## src/rtl/barrier_pkg.sv

```systemverilog
// Shared definitions for the barrier sequencer: FSM state encoding,
// LFSR seed/taps and the score saturation limit.
package barrier_pkg;

  typedef enum logic [2:0] {
    ST_IDLE     = 3'd0,
    ST_GAP      = 3'd1,
    ST_APPROACH = 3'd2,
    ST_ARMED    = 3'd3,
    ST_RETIRE   = 3'd4
  } state_t;

  // Fibonacci LFSR, taps at bits 16,14,13,11 (1-based) -> mask bits 15,13,12,10
  localparam logic [15:0] LFSR_SEED = 16'hACE1;
  localparam logic [15:0] LFSR_TAPS = 16'hB400;

  localparam logic [15:0] SCORE_MAX = 16'hFFFF;

endpackage

```

## src/rtl/barrier_lfsr.sv

```systemverilog
// 16-bit Fibonacci LFSR used to randomise the gap between barriers.
// Only instantiated when BARRIER_RANDOM_GAP_EN is defined.
module barrier_lfsr
  import barrier_pkg::*;
(
  input  logic        clk,
  input  logic        rst_n,
  input  logic        advance,
  output logic [15:0] value
);

  // Shift once per advance pulse; feedback is the XOR of the tapped bits
  always_ff @(posedge clk or negedge rst_n) begin
    if (!rst_n) begin
      value <= LFSR_SEED;
    end else if (advance) begin
      value <= {value[14:0], ^(value & LFSR_TAPS)};
    end
  end

endmodule

```

## src/rtl/barrier_sequencer.sv

```systemverilog
// Barrier game sequencer: spaces barriers in time, arms them when the
// sprite is in position, detects player overlap, and keeps lives/score.
// Optional macro BARRIER_RANDOM_GAP_EN adds an LFSR-randomised gap.
module barrier_sequencer
  import barrier_pkg::*;
#(
  parameter int GAP_MIN_FRAMES      = 30,
  parameter int ARM_FRAMES          = 8,
  parameter int APPROACH_MAX_FRAMES = 64,
  parameter int LIVES_INIT          = 3
) (
  input  logic        i_clk,
  input  logic        i_rst_n,
  input  logic        i_v_sync,
  input  logic        i_start,
  input  logic        i_game_run,
  input  logic        i_barrier_hit,
  input  logic        i_player_hit,
  input  logic        i_in_position,
  output logic        o_active,
  output logic        o_collision,
  output logic [1:0]  o_lives,
  output logic [15:0] o_score,
  output logic        o_game_over
);

  state_t      state;
  logic        v_sync_q;
  logic        frame_tick;
  logic [15:0] gap_cnt;
  logic [15:0] arm_cnt;
  logic [15:0] appr_cnt;
  logic        overlap;
  logic        overlap_now;
  logic [15:0] gap_load;

  function automatic logic [15:0] score_inc(input logic [15:0] s);
    return (s == SCORE_MAX) ? s : s + 16'd1;
  endfunction

  function automatic logic [1:0] lives_dec(input logic [1:0] l);
    return (l == 2'd0) ? l : l - 2'd1;
  endfunction

`ifdef BARRIER_RANDOM_GAP_EN
  logic [15:0] lfsr_value;

  barrier_lfsr u_lfsr (
    .clk     (i_clk),
    .rst_n   (i_rst_n),
    .advance (frame_tick),
    .value   (lfsr_value)
  );

  assign gap_load = 16'(GAP_MIN_FRAMES) + {11'd0, lfsr_value[4:0]};
`else
  assign gap_load = 16'(GAP_MIN_FRAMES);
`endif

  // An overlap in the same cycle as the frame tick still counts
  assign overlap_now = overlap | (i_barrier_hit & i_player_hit);

  // Rising-edge detect on v_sync, registered so the tick lands one cycle after the edge
  always_ff @(posedge i_clk or negedge i_rst_n) begin
    if (!i_rst_n) begin
      v_sync_q   <= 1'b0;
      frame_tick <= 1'b0;
    end else begin
      v_sync_q   <= i_v_sync;
      frame_tick <= i_v_sync & ~v_sync_q;
    end
  end

  // Game FSM with lives, score and frame counters
  always_ff @(posedge i_clk or negedge i_rst_n) begin
    if (!i_rst_n) begin
      state       <= ST_IDLE;
      o_active    <= 1'b0;
      o_collision <= 1'b0;
      o_lives     <= 2'(LIVES_INIT);
      o_score     <= 16'd0;
      o_game_over <= 1'b0;
      gap_cnt     <= 16'd0;
      arm_cnt     <= 16'd0;
      appr_cnt    <= 16'd0;
      overlap     <= 1'b0;
    end else begin
      o_collision <= 1'b0;
      if (!i_game_run) begin
        // Pause drops straight to IDLE; lives and score are kept
        state    <= ST_IDLE;
        o_active <= 1'b0;
        overlap  <= 1'b0;
      end else begin
        case (state)
          ST_IDLE: begin
            if (i_start) begin
              o_lives     <= 2'(LIVES_INIT);
              o_score     <= 16'd0;
              o_game_over <= 1'b0;
              gap_cnt     <= gap_load;
              state       <= ST_GAP;
            end
          end
          ST_GAP: begin
            if (frame_tick) begin
              if (gap_cnt <= 16'd1) begin
                state    <= ST_APPROACH;
                o_active <= 1'b1;
                gap_cnt  <= 16'd0;
                appr_cnt <= 16'd0;
              end else begin
                gap_cnt <= gap_cnt - 16'd1;
              end
            end
          end
          ST_APPROACH: begin
            if (frame_tick) begin
              if (i_in_position) begin
                state   <= ST_ARMED;
                arm_cnt <= 16'(ARM_FRAMES);
                overlap <= 1'b0;
              end else if ((appr_cnt + 16'd1) >= 16'(APPROACH_MAX_FRAMES)) begin
                // Barrier never reached position: retire without scoring
                state    <= ST_RETIRE;
                o_active <= 1'b0;
                appr_cnt <= 16'd0;
              end else begin
                appr_cnt <= appr_cnt + 16'd1;
              end
            end
          end
          ST_ARMED: begin
            if (frame_tick) begin
              overlap <= 1'b0;
              if (overlap_now) begin
                o_collision <= 1'b1;
                o_lives     <= lives_dec(o_lives);
                if (o_lives == 2'd1) begin
                  o_game_over <= 1'b1;
                end
                state    <= ST_RETIRE;
                o_active <= 1'b0;
                arm_cnt  <= 16'd0;
              end else if (arm_cnt <= 16'd1) begin
                o_score  <= score_inc(o_score);
                state    <= ST_RETIRE;
                o_active <= 1'b0;
                arm_cnt  <= 16'd0;
              end else begin
                arm_cnt <= arm_cnt - 16'd1;
              end
            end else begin
              overlap <= overlap_now;
            end
          end
          ST_RETIRE: begin
            // Hold inactive for one frame so the sprite resets on a v_sync edge
            if (frame_tick) begin
              if (o_game_over) begin
                state <= ST_IDLE;
              end else begin
                state   <= ST_GAP;
                gap_cnt <= gap_load;
              end
            end
          end
          default: begin
            state    <= ST_IDLE;
            o_active <= 1'b0;
          end
        endcase
      end
    end
  end

endmodule
```

## config.mk

```make
export PLATFORM = sky130hd
export DESIGN_NAME = barrier_sequencer
export DESIGN_NICKNAME = d
export VERILOG_FILES = /design/src/rtl/barrier_pkg.sv /design/src/rtl/barrier_lfsr.sv /design/src/rtl/barrier_sequencer.sv
export SDC_FILE = /design/constraint.sdc
export NUM_CORES = 1
export LEC_CHECK = 0
export CAP_MARGIN = 10
export CELL_PAD_IN_SITES_DETAIL_PLACEMENT = 0
export CELL_PAD_IN_SITES_GLOBAL_PLACEMENT = 1
export CORE_MARGIN = 1.5
export CORE_UTILIZATION = 46
export DETAILED_ROUTE_END_ITERATION = 8
export GPL_ROUTABILITY_DRIVEN = 0
export PLACE_DENSITY = 0.88
export SYNTH_ARGS = -nofsm -noshare
export SYNTH_HDL_FRONTEND = slang
export SYNTH_SLANG_ARGS = --single-unit
```

## constraint.sdc

```tcl
create_clock -name i_clk -period 3.1 [get_ports i_clk]
set_clock_uncertainty 0.15 [all_clocks]
set_input_delay 0.93 -clock i_clk [delete_from_list [all_inputs] [get_ports i_clk]]
set_output_delay 0.93 -clock i_clk [all_outputs]
set_load 0.05 [all_outputs]
```

After elaboration in Yosys (flattened, before gate mapping)
Index checks and enable logic that the tools add are counted.
Word-level totals
  register bits: 75
  output and inout bits: 21
  word-level logic and storage cells: 140
Cells by class
  $add $sub $neg: 5
  magnitude comparators: 3
  eq/ne operators: 34
  multiplexer cells: 66
  bitwise gates (word level): 4
  reduce and logical (&&, ||, !) cells: 16
Operators by type and width (number)
  $mux W16: 20
  $pmux W16 S2: 3
  $pmux W16 S3: 1
  $mux W3: 11
  $add A16 B1 Y16 const B: 2
  $le A16 B1 Y1 const B: 2
  $ne A2 B2 Y1 const B: 16
  $sub A16 B1 Y16 const B: 2
  $ne A3 B3 Y1 const B: 9
  $reduce_and A6 Y1: 4
  $mux W1: 22
  $eq A16 B16 Y1 const B: 1
  $ge A16 B7 Y1 const B: 1
  $reduce_and A8 Y1: 2
  $pmux W3 S5: 1
  $mux W2: 4
  $ne A4 B4 Y1 const B: 2
  $reduce_and A7 Y1: 1
  $eq A3 B2 Y1 const B: 2
  $reduce_bool A2 Y1: 3
  $reduce_and A5 Y1: 1
  $pmux W1 S2: 2
  $pmux W1 S4: 1
  $pmux W2 S2: 1
  13 further kinds: 14

Longest topological paths before layout
  word-level depth: 7
  depth in mapped cells: 9
  depth with buffers taken out: 8

Worst setup path after synthesis
No wires, ideal clock.
  path kind: input to register
  start: input i_start
  end: register o_score[5]
  library setup time: 78 ps
  arrival time: 2690 ps
  path slack: 182 ps
  stages on the path: 6
  path buffers: 0
  cells stage by stage: or3b_2 -> a211o_1 -> a31oi_1 -> o21ai_1 -> or4_1 -> a21oi_1
Between the ends
  word-level cells in the longest chain between the ends: 2
Ends and longest elaborated chain
  start, declared: RTL line barrier_sequencer.sv:15  | input logic i_start,
  $ne A2 B2 Y1 (no line)
  $reduce_and A7 Y1 (no line)
  end signal, assigned: RTL line barrier_sequencer.sv:146  | o_score <= score_inc(o_score);
  end, declared: RTL line barrier_sequencer.sv:23  | output logic [15:0] o_score,
No other way between the ends.
A chain may end at the register's enable or synchronous reset.

Final worst setup path
  start: register gap_cnt[11]
  end: register appr_cnt[2]
Between the ends
  word-level cells in the longest chain between the ends: 3
Ends and longest elaborated chain
  start, declared: RTL line barrier_sequencer.sv:30  | logic [15:0] gap_cnt;
  start signal, assigned: RTL line barrier_sequencer.sv:101  | gap_cnt <= gap_load;
  start signal, assigned: RTL line barrier_sequencer.sv:113  | gap_cnt <= gap_cnt - 16'd1;
  start signal, assigned: RTL line barrier_sequencer.sv:164  | gap_cnt <= gap_load;
  $le A16 B1 Y1: RTL line barrier_sequencer.sv:107  | if (gap_cnt <= 16'd1) begin
  $ne A2 B2 Y1 (no line)
  $reduce_and A6 Y1 (no line)
  end signal, assigned: RTL line barrier_sequencer.sv:129  | appr_cnt <= appr_cnt + 16'd1;
  end, declared: RTL line barrier_sequencer.sv:32  | logic [15:0] appr_cnt;
No other way between the ends.

==> flow_summary.json <==
{
  "status": "completed",
  "dpl_worst_slack_ns": -0.4288,
  "whs_ns": 0.2488,
  "path_class": "flip-flop to flip-flop",
  "worst_pin_slew_ns": 0.5830,
  "yosysTopAreaCellShare": 0.4395,
  "grt_max_degree": 40,
  "antenna_found_initial": 0,
  "cp_max_fo": 14,
  "crit_buf_inv": 0,
  "clockBufferDepth": 2,
  "cp.arrival_ns": 2.96,
  "fin_cells": 628,
  "io_pins": 29,
  "cap_violations": 0,
  "clkTransAtPathRegs_ns": 0.08,
  "grt_pass1_wl_um": 16540,
  "rows": 34,
  "gr-total-overflow": 0,
  "critical_path.cell_chain": "or4_1, or4_4, or4_4, a21o_1, a31oi_1, mux2i_1",
  "htree_levels": 3,
  "synthArstFlopShare": 1.000,
  "cts-root-buf": "clkbuf_8",
  "clkLatencyLatePin_ns": 0.36,
  "vias": 3642,
  "cp.required_ns": 3.18,
  "yosysMostFrequentCell": "dfrtp_1",
  "slowest_delay_ns": 0.55,
  "layout.nets": 531,
  "seqPwrFrac": 0.472,
  "synth_ff_type": "dfrtp_1",
  "synth_edf_count": 0,
  "yosys_warnings": 0,
  "core_mm2": 0.008721,
  "peakVddDrop_v": 0.0002054,
  "setup_violations": 0,
  "die_h_um": 98.06,
  "maxSlewViolCount": 0,
  "slew_headroom": 0.6096,
  "clockPowerShare": 0.400,
  "combPwrFrac": 0.128,
  "synth_commonest_cells": "dfrtp_1, nor2_1, o21ai_0, nand2_1",
  "p_sw_mw": 0.6007,
  "min_path_type": "flip-flop to flip-flop",
  "grt_pass1_vias": 3541,
  "drive_above_1_share": 0.1404,
  "fin_crit_sh": 0.9280,
  "synth_area_mm2": 0.004156,
  "cellLeakagePower_nw": 2.158,
  "p_per_area_mw_per_mm2": 458.1,
  "dieArea_mm2": 0.009615,
  "min_period_ns": 2.877,
  "post-cts-setup-buffer-count": 0,
  "crit_family": "simple AND/OR/NAND/NOR gates",
  "drtAntennaViolNets": 0,
  "intPower_mw": 1.703,
  "cpMaxStageDelayCell": "or4_1",
  "syn_nets": 473,
  "clkSinkCount": 75,
  "port_buffers": 28,
  "postSynthAreaPerCell_um2": 9.095,
  "end_kind": "flip-flop",
  "area_growth_pct": 20.98,
  "rsz0062_at_grt": "false",
  "routed_wl_um": 9535,
  "finalHoldViolations": 0,
  "max_freq_mhz": 347.6,
  "cpMostUsedCell": "or4_4",
  "cts_tree": "done",
  "first_pass_iters": 6,
  "first_iter_violations": 155,
  "start_util": 0.4766,
  "routed_via_density": 5.799,
  "synth_top_area_cell": "dfrtp_1",
  "grt_use_total": 0.2097,
  "ys_ff_latch": 75,
  "post-route-util": 0.5766,
  "ys_seq_area_frac": 0.4521,
  "wl_per_cell_um": 15.18,
  "syn_inst": 457,
  "dp_hpwl_um": 6737,
  "fin_ws_ns": 0.2232,
  "cts_buffers": 9,
  "die_w_um": 98.06,
  "drc": 0,
  "antenna_cells": 0,
  "ys_types": 57,
  "power.share.switching": 0.2608,
  "dp_cells": 612,
  "cp-start-kind": "flip-flop",
  "synth_area_leaders": "dfrtp_1, o21ai_0, nor2_1, xor2_1, nand2_1"
}
## timing repair
action	CTS	global route
pin swaps	2	2
hold buffers	0	0
resized for setup	1	3
gates cloned	0	0
endpoints found under the setup margin	6	6
## kinds of logic (layout without fill, tap and decap cells)
| family | count (synthesis) | after routing | share of synthesized area |
|---|---|---|---|
| AOI/OAI and AO/OA | 102 | 102 | 0.1514 |
| xor gates and xnor gates | 21 | 21 | 0.04425 |
| adders and majority gates | 8 | 8 | 0.02408 |
| buffers and inverters | 35 | 98 | 0.03371 |
| DFF | 75 | 75 | 0.4521 |
| muxes | 5 | 5 | 0.01204 |
| and+or+nand+nor | 211 | 211 | 0.2824 |
## state kept, by name, indices dropped and copies added (netlist names), 2 cells and up
register / cells
arm_cnt: 16
appr_cnt: 16
gap_cnt: 16
state: 3
o_score: 16
o_lives: 2
## metrics by stage
step / total power, mW / instance area [µm²] / setup TNS (ns)
finish: 2.303 / 5029 / 0
global route: 2.419 / 5029 / 0
global placement: 1.390 / 4772 / -4.007
floorplan: 1.280 / 4156 / 0
detailed placement: 1.398 / 4772 / -5.034
CTS: 2.324 / 5016 / 0
## power groups by stage
stage          sequential [mW]  combinational [mW]  clock, mW
3_3_place_gp              1.10               0.288          0
4_1_cts                   1.09               0.296      0.942
3_5_place_dp              1.10               0.293          0
5_1_grt                   1.09               0.339      0.985
2_1_floorplan             1.09               0.190          0
6_report                  1.09               0.294      0.922
## metal layers
layer  global-route usage  up-vias  share of wire
met2               0.3236       77           0.47
met5                    0        -              0
met4              0.08571        0          0.018
met1               0.2862     1768           0.47
met3              0.04724       16          0.038
li1                     -     1781              -
## cell type report
| class | count | area, µm² |
|---|---|---|
| Multi-Input combinational cell | 347 | 2150 |
| Clock buffer | 11 | 141.4 |
| Inverter | 20 | 75.07 |
| Fill cell | 755 | 3692 |
| Sequential cell | 75 | 1879 |
| Tap cell | 108 | 135.1 |
| Timing Repair Buffer | 62 | 548.0 |
| Clock inverter | 5 | 100.1 |
## worst paths after layout
check	from	end	slack, ns	cells past startpoint
max	gap_cnt[11]$_DFFE_PN0P_	appr_cnt[2]$_DFFE_PN0P_	0.22	6
min	v_sync_q$_DFF_PN0_	frame_tick$_DFF_PN0_	0.25	1
max reg2reg	gap_cnt[11]$_DFFE_PN0P_	appr_cnt[2]$_DFFE_PN0P_	0.22	6
min reg2reg	v_sync_q$_DFF_PN0_	frame_tick$_DFF_PN0_	0.25	1
max in group asynchronous	i_rst_n	o_lives[0]$_DFFE_PN1P_	1.76	2
min in group asynchronous	i_rst_n	arm_cnt[14]$_DFFE_PN0P_	0.38	1
## layout by cell type (no fill, tap or decap), types with 18 or more instances in the layout
cell and instances:
nor2_1 41, nand4_1 18, nand3_1 18, clkdlybuf4s50_1 26, nand2_1 33, a21oi_1 19, inv_1 20, buf_4 34
o21ai_0 39, dfrtp_1 73
(Power assumes the default switching activity.)
